===== src/rtl/cache_port_arb_if.sv =====
// Avalon-MM port bundle used on both sides of the cache port arbiter.
// master drives the request; slave returns stall and read response.
interface cache_port_arb_if;
   logic [31:0] address;
   logic [3:0]  byteEnable;
   logic        read;
   logic        write;
   logic [31:0] writeData;
   logic        waitRequest;
   logic [31:0] readData;
   logic        readDataValid;

   modport master (
      output address, byteEnable, read, write, writeData,
      input  waitRequest, readData, readDataValid
   );

   modport slave (
      input  address, byteEnable, read, write, writeData,
      output waitRequest, readData, readDataValid
   );
endinterface


===== src/rtl/cache_port_arb.sv =====
// Round-robin two-master arbiter for the cache CPU port, with a hold-while-stalled
// lock and an in-order owner FIFO that routes pipelined read responses to their issuer.
module cache_port_arb #(
   parameter int unsigned MAX_PENDING = 4
) (
   input  logic              clk,
   input  logic              rest,
   cache_port_arb_if.slave   s0,
   cache_port_arb_if.slave   s1,
   cache_port_arb_if.master  m0,
   output logic              err_orphanRsp
);

   localparam int unsigned PW = $clog2(MAX_PENDING);
   localparam int unsigned CW = PW + 1;

   typedef enum logic {ARB_OPEN, ARB_LOCKED} arb_state_e;

   arb_state_e    state_q;
   logic          lock_sel_q;
   logic          last_q;
   logic [CW-1:0] cnt_q;
   logic [CW-1:0] cnt_d;
   logic [PW-1:0] wr_ptr_q;
   logic [PW-1:0] rd_ptr_q;
   logic          owner_q [MAX_PENDING];
   logic          err_q;

   logic full, elig0, elig1;
   logic gnt, sel, go;
   logic sel_read, sel_write;
   logic accept, push, pop, has_pending, head;

   // A read that cannot get a FIFO slot is not a request at all; read wins over write.
   assign full  = (cnt_q == CW'(MAX_PENDING));
   assign elig0 = s0.read ? ~full : s0.write;
   assign elig1 = s1.read ? ~full : s1.write;

   always_comb begin
      sel = 1'b0;
      gnt = 1'b0;
      if (state_q == ARB_LOCKED) begin
         sel = lock_sel_q;
         gnt = lock_sel_q ? elig1 : elig0;
      end else if (elig0 && elig1) begin
         sel = ~last_q;
         gnt = 1'b1;
      end else if (elig0 || elig1) begin
         sel = elig1;
         gnt = 1'b1;
      end
   end

   assign go        = gnt & ~rest;
   assign sel_read  = sel ? s1.read  : s0.read;
   assign sel_write = sel ? s1.write : s0.write;

   assign m0.read       = go & sel_read;
   assign m0.write      = go & sel_write & ~sel_read;
   assign m0.address    = sel ? s1.address    : s0.address;
   assign m0.byteEnable = sel ? s1.byteEnable : s0.byteEnable;
   assign m0.writeData  = sel ? s1.writeData  : s0.writeData;

   assign s0.waitRequest = ~(go & ~sel) | m0.waitRequest;
   assign s1.waitRequest = ~(go &  sel) | m0.waitRequest;

   assign accept      = (m0.read | m0.write) & ~m0.waitRequest;
   assign push        = accept & m0.read;
   assign has_pending = (cnt_q != '0);
   assign pop         = m0.readDataValid & has_pending & ~rest;
   assign head        = owner_q[rd_ptr_q];

   assign s0.readDataValid = pop & ~head;
   assign s1.readDataValid = pop &  head;
   assign s0.readData      = m0.readData;
   assign s1.readData      = m0.readData;
   assign err_orphanRsp    = err_q;

   always_comb begin
      cnt_d = cnt_q;
      if (push && !pop)
         cnt_d = cnt_q + CW'(1);
      else if (pop && !push)
         cnt_d = cnt_q - CW'(1);
   end

   always_ff @(posedge clk) begin
      if (rest) begin
         state_q    <= ARB_OPEN;
         lock_sel_q <= 1'b0;
         last_q     <= 1'b1;
         cnt_q      <= '0;
         wr_ptr_q   <= '0;
         rd_ptr_q   <= '0;
         err_q      <= 1'b0;
      end else begin
         // A granted-but-stalled transfer pins the grant; any other outcome reopens arbitration.
         if (accept) begin
            state_q <= ARB_OPEN;
            last_q  <= sel;
         end else if (gnt) begin
            state_q    <= ARB_LOCKED;
            lock_sel_q <= sel;
         end else begin
            state_q <= ARB_OPEN;
         end
         if (push) begin
            owner_q[wr_ptr_q] <= sel;
            wr_ptr_q          <= wr_ptr_q + PW'(1);
         end
         if (pop)
            rd_ptr_q <= rd_ptr_q + PW'(1);
         cnt_q <= cnt_d;
         if (m0.readDataValid && !has_pending)
            err_q <= 1'b1;
      end
   end

endmodule


===== src/flat_wrapper.sv =====
// flat-port wrapper written by rule: the top's interface ports become plain ports
module cache_port_arb_flat 
#(
   parameter int unsigned MAX_PENDING = 4
)
  (clk, rest, err_orphanRsp, s0_address, s0_byteEnable, s0_read, s0_write, s0_writeData, s0_waitRequest, s0_readData, s0_readDataValid, s1_address, s1_byteEnable, s1_read, s1_write, s1_writeData, s1_waitRequest, s1_readData, s1_readDataValid, m0_address, m0_byteEnable, m0_read, m0_write, m0_writeData, m0_waitRequest, m0_readData, m0_readDataValid);
  cache_port_arb_if s0_i ();
  cache_port_arb_if s1_i ();
  cache_port_arb_if m0_i ();
  input  logic clk;
  input  logic rest;
  output logic err_orphanRsp;
  input wire logic [$bits(s0_i.address)-1:0] s0_address;
  input wire logic [$bits(s0_i.byteEnable)-1:0] s0_byteEnable;
  input wire logic [$bits(s0_i.read)-1:0] s0_read;
  input wire logic [$bits(s0_i.write)-1:0] s0_write;
  input wire logic [$bits(s0_i.writeData)-1:0] s0_writeData;
  output wire logic [$bits(s0_i.waitRequest)-1:0] s0_waitRequest;
  output wire logic [$bits(s0_i.readData)-1:0] s0_readData;
  output wire logic [$bits(s0_i.readDataValid)-1:0] s0_readDataValid;
  input wire logic [$bits(s1_i.address)-1:0] s1_address;
  input wire logic [$bits(s1_i.byteEnable)-1:0] s1_byteEnable;
  input wire logic [$bits(s1_i.read)-1:0] s1_read;
  input wire logic [$bits(s1_i.write)-1:0] s1_write;
  input wire logic [$bits(s1_i.writeData)-1:0] s1_writeData;
  output wire logic [$bits(s1_i.waitRequest)-1:0] s1_waitRequest;
  output wire logic [$bits(s1_i.readData)-1:0] s1_readData;
  output wire logic [$bits(s1_i.readDataValid)-1:0] s1_readDataValid;
  output wire logic [$bits(m0_i.address)-1:0] m0_address;
  output wire logic [$bits(m0_i.byteEnable)-1:0] m0_byteEnable;
  output wire logic [$bits(m0_i.read)-1:0] m0_read;
  output wire logic [$bits(m0_i.write)-1:0] m0_write;
  output wire logic [$bits(m0_i.writeData)-1:0] m0_writeData;
  input wire logic [$bits(m0_i.waitRequest)-1:0] m0_waitRequest;
  input wire logic [$bits(m0_i.readData)-1:0] m0_readData;
  input wire logic [$bits(m0_i.readDataValid)-1:0] m0_readDataValid;
  assign s0_i.address = s0_address;
  assign s0_i.byteEnable = s0_byteEnable;
  assign s0_i.read = s0_read;
  assign s0_i.write = s0_write;
  assign s0_i.writeData = s0_writeData;
  assign s0_waitRequest = s0_i.waitRequest;
  assign s0_readData = s0_i.readData;
  assign s0_readDataValid = s0_i.readDataValid;
  assign s1_i.address = s1_address;
  assign s1_i.byteEnable = s1_byteEnable;
  assign s1_i.read = s1_read;
  assign s1_i.write = s1_write;
  assign s1_i.writeData = s1_writeData;
  assign s1_waitRequest = s1_i.waitRequest;
  assign s1_readData = s1_i.readData;
  assign s1_readDataValid = s1_i.readDataValid;
  assign m0_address = m0_i.address;
  assign m0_byteEnable = m0_i.byteEnable;
  assign m0_read = m0_i.read;
  assign m0_write = m0_i.write;
  assign m0_writeData = m0_i.writeData;
  assign m0_i.waitRequest = m0_waitRequest;
  assign m0_i.readData = m0_readData;
  assign m0_i.readDataValid = m0_readDataValid;
  cache_port_arb #(.MAX_PENDING(MAX_PENDING)) u_core (.clk(clk), .rest(rest), .s0(s0_i), .s1(s1_i), .m0(m0_i), .err_orphanRsp(err_orphanRsp));
endmodule

===== config.mk =====
export PLATFORM = sky130hd
export DESIGN_NAME = cache_port_arb_flat
export DESIGN_NICKNAME = d
export VERILOG_FILES = /design/src/rtl/cache_port_arb_if.sv /design/src/rtl/cache_port_arb.sv /design/src/flat_wrapper.sv
export SDC_FILE = /design/constraint.sdc
export NUM_CORES = 1
export LEC_CHECK = 0
export ABC_CLOCK_PERIOD_IN_PS = 5740
export CAP_MARGIN = 20
export CORE_AREA = 3 3 123 125
export DETAILED_ROUTE_END_ITERATION = 12
export DIE_AREA = 0 0 126 128
export HOLD_SLACK_MARGIN = 0.03
export RECOVER_POWER = 100
export SKIP_LAST_GASP = 1
export SYNTH_ARGS = -nofsm -noshare
export SYNTH_HDL_FRONTEND = slang
export SYNTH_SLANG_ARGS = --single-unit

===== constraint.sdc =====
create_clock -name clk -period 5.74 [get_ports clk]
set_input_delay 1.722 -clock clk [delete_from_list [all_inputs] [get_ports clk]]
set_output_delay 1.722 -clock clk [all_outputs]
set_load 0.005 [all_outputs]

# --- Word-level counts from Yosys, hierarchy flattened ---
# Memories as Yosys holds them, arrays and structs flattened. A register that Yosys moved wholly into a read port is not among the register bits.
# Cells that the tools add are included.
word_totals:
  word_cells: 72
  register_bits: 11
  mem_bits_rw: 4
  memories: 1
  in_bits: 176
op_classes:
  n_reduce_logical: 12
  bitwise_logic: 25
  muxes: 22
  eq_ne: 1
  addsub: 4
mem_list:
  columns: ["memory", "depth", "word_bits", "read_ports", "rd_ports_with_merged_regs", "wr", "line_no", "rtl"]
  rows:
  - ["u_core.owner_q", 4, 1, 1, 1, 1, "cache_port_arb.sv:26", "logic owner_q [MAX_PENDING];"]
ops:
  columns: ["op", "n"]
  rows:
  - ["$mux 32", 2]
  - ["$mux 1", 15]
  - ["$and 1x1->1", 12]
  - ["$not 1->1", 10]
  - ["$mux 3", 2]
  - ["$add 2x1->2 const B", 2]
  - ["$logic_and 1x1->1", 4]
  - ["$mux 2", 2]
  - ["$mux 4", 1]
  - ["$add 3x1->3 const B", 1]
  - ["$eq 3x3->1 const B", 1]
  - ["$logic_not 1->1", 3]
  - ["$or 1x1->1", 3]
  - ["$reduce_bool 3->1", 1]
  - ["$sub 3x1->3 const B", 1]
  - ["$reduce_and 2->1", 1]
  - ["$reduce_bool 2->1", 1]
  - ["$reduce_or 2->1", 1]
  - ["$logic_or 1x1->1", 1]

# --- Depth between registers and ports, before layout ---
# Gate-level depths: netlist of run 1.
logic_depth:
  depth_word: 17
  mapped_depth: 10
  mapped_depth_nobuf: 10

# --- Worst setup path before layout of run 1 ---
# No wires, ideal clock.
synth_timing:
  path_type: "input to output"
  from: "input port s1_read"
  to: "output port m0_address[12]"
  setup_slack_ps: 1194
  path_buffers: 1
  t_arrival_ps: 2824
  path_stages: 7
  cell_sequence: "and4bb_1 o31ai_1 nand2_1 inv_2 buf_2 nand2_1 nand2_1"
synth_between:
  elab_chain_len: 6
synth_rtl:
  columns: ["item", "line_no", "rtl"]
  rows:
  - ["start: declaration", "flat_wrapper.sv:23", "input wire logic [$bits(s1_i.read)-1:0] s1_read;"]
  - ["$mux 1 (*)", "cache_port_arb.sv:37", "assign elig1 = s1.read ? ~full : s1.write;"]
  - ["$logic_or 1x1->1", "cache_port_arb.sv:48", "end else if (elig0 || elig1) begin"]
  - ["$mux 1", "cache_port_arb.sv:48", null]
  - ["$mux 1 (*)", "cache_port_arb.sv:45", "end else if (elig0 && elig1) begin"]
  - ["$mux 1 (*)", "cache_port_arb.sv:42", "if (state_q == ARB_LOCKED) begin"]
  - ["via u_core.sel", "cache_port_arb.sv:30", "logic gnt, sel, go;"]
  - ["$mux 32 (*)", "cache_port_arb.sv:60", "assign m0.address = sel ? s1.address : s0.address;"]
  - ["end: declaration", "flat_wrapper.sv:29", "output wire logic [$bits(m0_i.address)-1:0] m0_address;"]
# The timed path passes the listed nets; every way through them passes the cells marked *.

# --- Worst setup path in the final report of run 1 ---
layout_timing:
  from: "input port s1_read"
  to: "output port m0_writeData[7]"
layout_between:
  elab_chain_len: 6
layout_rtl:
  columns: ["item", "line_no", "rtl"]
  rows:
  - ["$mux 1 (*)", "cache_port_arb.sv:37", null]
  - ["$logic_or 1x1->1", "cache_port_arb.sv:48", null]
  - ["$mux 1", "cache_port_arb.sv:48", null]
  - ["$mux 1 (*)", "cache_port_arb.sv:45", null]
  - ["$mux 1 (*)", "cache_port_arb.sv:42", null]
  - ["$mux 32 (*)", "cache_port_arb.sv:62", "assign m0.writeData = sel ? s1.writeData : s0.writeData;"]
  - ["end: declaration", "flat_wrapper.sv:33", "output wire logic [$bits(m0_i.writeData)-1:0] m0_writeData;"]
# Every way passes the cells marked *; elsewhere a longest branch is shown, timed or not.

==> impl_metrics.toml, run 1 <==
[routing]
drtIter0Drc = 66
dr.pass1.iters = 4
vias_per_cell = 3.97
vias = 2793
wl_per_cell_um = 13.0
drc = 0
routed_wl_um = 9130
antenna_left = 0

[floorplan]
dieHeight_um = 128
dieArea_um2 = 16100
ioPinCount = 315
start_util_pct = 15.9
num_rows = 43
core_area_um2 = 14000
die_w_um = 126

[critical_path]
critical_path_class = "input port to output pin"
crit_fanout = 38
crit_slowest_cell = "clkdlybuf4s50_1"
critical-path-top-delay-family = "buffers and inverters"
cp-end-kind = "output pin"
cp-start-kind = "input port"
cp_slowest_stage_delay_ps = 520
critPathBufInv = 4
required_ps = 4020
critical_path.cell_chain = "clkdlybuf4s50_1 -> and4bb_1 -> o31ai_4 -> nand2_2 -> inv_2 -> buf_12 -> nand2_1 -> nand2_1 -> clkdlybuf4s50_1"
crit_arrival_ps = 3850

[clocking]
cts_tree = "yes"
post-cts-setup-buffers = 0
htreeDepth = 1
ctsHoldBuffers = 0
clock_path_buffers = 2
insertion_delay_ps = 250
ctsRootBufferMaster = "clkbuf_16"
clk_pin_slew_ps = 50
cts_inserted_buffers = 3
cts_resized = 0
cts.sinks = 17

[placed_design]
io_buffers = 218
place_hpwl_um = 7840
routabilityCongestion = 0.824

[finish]
layout-drive-gt1-share_pct = 3.06
syn2layout_area_growth_pct = 92.6
layout_common_cells = "clkdlybuf4s50_1 (216), nand2_1 (207), nor2_1 (13), dfxtp_1 (13), inv_1 (6)"
diodes = 0
mostFrequentLayoutCell = "clkdlybuf4s50_1"
final_nets = 706

[global_route]
antenna_found_initial = 0
gr-total-overflow = 0
grt_pass1_wl_um = 13900
grt_pass1_vias = 2935
track_usage_pct = 10.3
grt_start_max_net_pins = 39

[worst_hold_path]
hold_path.class = "flip-flop to flip-flop"

[logic_synthesis]
ys_seq_area_share_pct = 17.1
async_reset_ff_share_pct = 0
synthFlopType = "dfxtp_1"
synth_edf_count = 4
synth_area_um2 = 2220
synthCells = 374
yosys_warnings = 0
syn_area_per_cell_um2 = 5.93
synthesis.nets = 556
yosysUniqueCellTypes = 39
ys_ff_latch = 17

[timing]
tightest_slew_ps = 478
finalCritPeriodShare_pct = 97.1
setup_violations = 0
relSlewSlack_pct = 68.1
hold_viol = 0
setup-tns-final_ps = 0
worst_hold_slack_ps = 473
finalMaxSlewViolations = 0
fmax_ghz = 0.180
clock_skew_ps = 2.09
rsz0062_at_grt = "false"
post-route-min-period_ps = 5570

[power]
power_frac_seq_pct = 19.1
power_density_nw_per_um2 = 184
combinationalPowerShare_pct = 63.5
power_switching_share_pct = 31.7
p_leak_nw = 1.88
internal_power_mw = 0.537
power.switching_mw = 0.249
vdd_ir_drop_max_v = 0.000115
clockPowerShare_pct = 17.4

[run]
maxCapViolCount = 0

[status]
status = "complete, no violations"
[synthesized netlist by cell type, types with 2 or more instances]
library cell	n	area share, %
clkbuf_1	8	1.4
nor2_1	13	2.2
xor2_1	3	1.2
mux2i_1	4	1.8
nand3_1	2	0.45
dfxtp_1	13	12
ha_1	5	2.8
nand2b_1	3	0.85
a21oi_1	4	0.90
nand2_1	208	35
buf_4	64	22
and2_1	5	1.4
inv_1	6	1.0
nand3b_1	2	0.68
edfxtp_1	4	5.4
buf_2	7	1.6
[tightest hold or removal path, cell delays in order (launching register included)]
cell	delay, ps
dfxtp_1	330
a21oi_1	40
nor2_1	70
[layer usage]
| layer | part of all wire (%) | wire length [um] | vias up | track usage (%) |
|---|---|---|---|---|
| li1 | - | - | 1384 | - |
| met1 | 37 | 3340 | 1185 | 10.9 |
| met2 | 49 | 4440 | 214 | 18.6 |
| met3 | 14 | 1280 | 10 | 5.46 |
| met4 | 0.75 | 68 | 0 | 1.45 |
| met5 | 0 | 0 | - | 0 |
[power by group through the flow]
stage               logic [mW]  registers, mW  clock network [mW]
global route             0.551          0.152               0.149
finish                   0.499          0.150               0.137
global placement         0.497          0.151                   0
detailed placement       0.504          0.152                   0
CTS                      0.507          0.150               0.141
floorplan                0.220          0.148                   0
[area by class of cell]
class | count | area, um2
Clock buffer | 3 | 75.1
Clock inverter | 1 | 5.00
Fill cell | 1498 | 9720
Inverter | 7 | 26.3
Multi-Input combinational cell | 271 | 1280
Sequential cell | 17 | 380
Tap cell | 180 | 225
Timing Repair Buffer | 224 | 2280
[final timing paths]
check | start | endpoint | slack (ps) | cells after the start
worst min-delay path | u_core.err_orphanRsp | u_core.err_orphanRsp | 470 | 2
worst min register to register | u_core.err_orphanRsp | u_core.err_orphanRsp | 470 | 2
worst max register to register | u_core.cnt_q[0] | u_core.cnt_q[2] | 2660 | 10
worst max-delay path | s1_read | m0_writeData[7] | 170 | 9
[logic make-up (layout without fill, tap and decap cells)]
family | count (synthesis) | after routing | synth area share [%]
AND/OR/NAND/NOR | 243 | 243 | 44.5
AO/OA/AOI/OAI | 13 | 13 | 4.46
XOR/XNOR | 4 | 4 | 1.58
flip-flops | 17 | 17 | 17.1
buffers and inverters | 86 | 235 | 25.8
multiplexers | 5 | 5 | 2.82
adder cells (fa/ha/maj) | 6 | 6 | 3.72
[per-stage QoR]
stage                     cells  util [%]  worst slack [ps]  area [um2]  power, mW
final                       703      30.5               169        4270      0.786
after global routing        703      30.5              7.56        4270      0.851
after CTS                   703      30.4              20.0        4260      0.798
after detailed placement    699      29.9              24.7        4180      0.657
after global placement      699      29.9               109        4180      0.648
after floorplan             374         -              1190        2220      0.369
(Power assumes the default switching activity.)
==> run 2, diff against run 1 <==
--- a/config.mk
+++ b/config.mk
@@ -5,12 +5,15 @@
 export SDC_FILE = /design/constraint.sdc
 export NUM_CORES = 1
 export LEC_CHECK = 0
-export ABC_CLOCK_PERIOD_IN_PS = 5740
+export ABC_CLOCK_PERIOD_IN_PS = 4700
 export CAP_MARGIN = 20
-export CORE_AREA = 3 3 123 125
+export CELL_PAD_IN_SITES_DETAIL_PLACEMENT = 1
+export CELL_PAD_IN_SITES_GLOBAL_PLACEMENT = 1
+export CORE_MARGIN = 3
+export CORE_UTILIZATION = 12
 export DETAILED_ROUTE_END_ITERATION = 12
-export DIE_AREA = 0 0 126 128
 export HOLD_SLACK_MARGIN = 0.03
+export PLACE_DENSITY_LB_ADDON = 0.1
 export RECOVER_POWER = 100
 export SKIP_LAST_GASP = 1
 export SYNTH_ARGS = -nofsm -noshare
==> constraint.sdc (replaced) <==
create_clock -name clk -period 4.7 [get_ports clk]
set_input_delay 1.41 -clock clk [delete_from_list [all_inputs] [get_ports clk]]
set_output_delay 1.41 -clock clk [all_outputs]
set_load 0.005 [all_outputs]
==> impl_metrics.toml, run 2 (same netlist as run 1, synthesis figures left out) <==
[status]
status = "finished with violations"
violations = "setup timing"

[global_route]
grt_start_max_net_pins = 19
track_usage_pct = 11.0
grt_pass1_vias = 3215
grt_pass1_wl_um = 17600
antenna_found_initial = 0
gr-total-overflow = 0

[critical_path]
worstReg2RegStart = "u_core.cnt_q[0]"
required_ps = 3290
cp-end-kind = "output pin"
rr_worst_depth = 12
crit_fanout = 8
crit_arrival_ps = 3370
r2r_setup_slack_ps = 1530
cp-start-kind = "input port"
critical_path_class = "input port to output pin"
r2r-end = "u_core.cnt_q[2]"

[finish]
multi_input_area_um2 = 1300
layout_common_cells = "nand2_1 (207), clkdlybuf4s50_1 (200), buf_4 (25)"
final_nets = 743
syn2layout_area_growth_pct = 115
regArea_um2 = 380
mostFrequentLayoutCell = "nand2_1"
diodes = 0
layout-drive-gt1-share_pct = 9.46
final_area_um2 = 4780
fillerInstances = 2221

[routing]
drtIter0Drc = 47
antenna_left = 0
dr.pass1.iters = 4
vias = 2939
drc = 0
routed_wl_um = 11900
vias_per_cell = 3.72
wl_per_cell_um = 15.1

[clocking]
insertion_delay_ps = 250
clock_path_buffers = 2
ctsRootBufferMaster = "clkbuf_16"
cts_inserted_buffers = 3
ctsHoldBuffers = 0
htreeDepth = 1
clk_pin_slew_ps = 50
cts_tree = "yes"
cts.sinks = 17

[worst_hold_path]
hold_depth = 2
whs_endpoint = "u_core.err_orphanRsp"
hp-start = "u_core.err_orphanRsp"
hold_path.class = "flip-flop to flip-flop"

[timing]
finalCritPeriodShare_pct = 102
clock_skew_ps = 2.81
setup_violations = 58
tightest_slew_ps = 372
finalMaxSlewViolations = 0
hold_viol = 0
relSlewSlack_pct = 75.2
worst_hold_slack_ps = 471
timing.final.ws_setup_ps = -80.4
setup-tns-final_ps = -2230
fmax_ghz = 0.209
rsz0062_at_grt = "true"
post-route-min-period_ps = 4780

[placed_design]
post_dp_cell_area_um2 = 4430
place_hpwl_um = 9610
routabilityCongestion = 0.775
io_buffers = 218

[floorplan]
ioPinCount = 315
core_area_um2 = 18100
dieArea_um2 = 20200
num_rows = 49
dieHeight_um = 142
start_util_pct = 12.3
die_w_um = 142

[power]
power_density_nw_per_um2 = 232
p_leak_nw = 2.14
vdd_ir_drop_max_v = 0.0000956

[run]
maxCapViolCount = 0
==> run 2: through the flow <==
step / setup slack, ps / utilization (%) / total power, mW / std cells
6_report: -80.4 / 26.4 / 1.11 / 789
2_1_floorplan: 778 / - / 0.451 / 374
5_1_grt: -187 / 26.4 / 1.20 / 789
4_1_cts: -72.8 / 26.4 / 1.13 / 788
3_3_place_gp: -300 / 24.5 / 0.865 / 772
3_5_place_dp: -305 / 24.5 / 0.869 / 772
==> run 2: worst max path at each step <==
stage               cells after the start    start  slack, ps              to
finish                                 10  s1_read        -80   m0_address[9]
global route                           10  s1_read       -190   m0_address[9]
global placement                        8  s1_read       -300  s1_waitRequest
detailed placement                      8  s1_read       -300  s1_waitRequest
CTS                                    10  s1_read        -70   m0_address[9]
floorplan                               7  s1_read        780  m0_address[12]
==> run 2: power breakdown <==
part / switching [mW] / total (mW) / internal [mW] / leakage, nW
clock network: 0.0603 / 0.174 / 0.114 / 0.0409
logic: 0.279 / 0.750 / 0.471 / 1.96
registers: 0.0165 / 0.183 / 0.166 / 0.143
==> run 2: worst max-delay path: stages <==
cell,delay [ps]
dlygate4sd2_1,270
and4bb_1,250
o31ai_4,280
nand2_4,110
buf_4,150
buf_12,140
buf_4,150
nand2_1,70
nand2_1,50
clkdlybuf4s50_1,470
==> run 2: routing by layer <==
metal | GRT usage (%) | vias up | part of all wire (%)
li1 | - | 1463 | -
met1 | 12.4 | 1307 | 39
met2 | 20.7 | 142 | 52
met3 | 3.16 | 27 | 7.8
met4 | 2.02 | 0 | 1.6
met5 | 0 | - | 0
==> run 2: layout make-up <==
type                       instances  area share, %
tap                              229           5.99
timing repair buffer             261           56.4
inverter                           7          0.707
clock inverter                     1          0.105
clock buffer                       3           1.57
multi-input combinational        271           27.2
sequential                        17           7.96
==> run 2: timing repair <==
action	in CTS	in global routing
pin swaps	2	0
resized for setup	36	0
gates cloned	4	1
buffers inserted	8	0
setup endpoints to repair	72	59
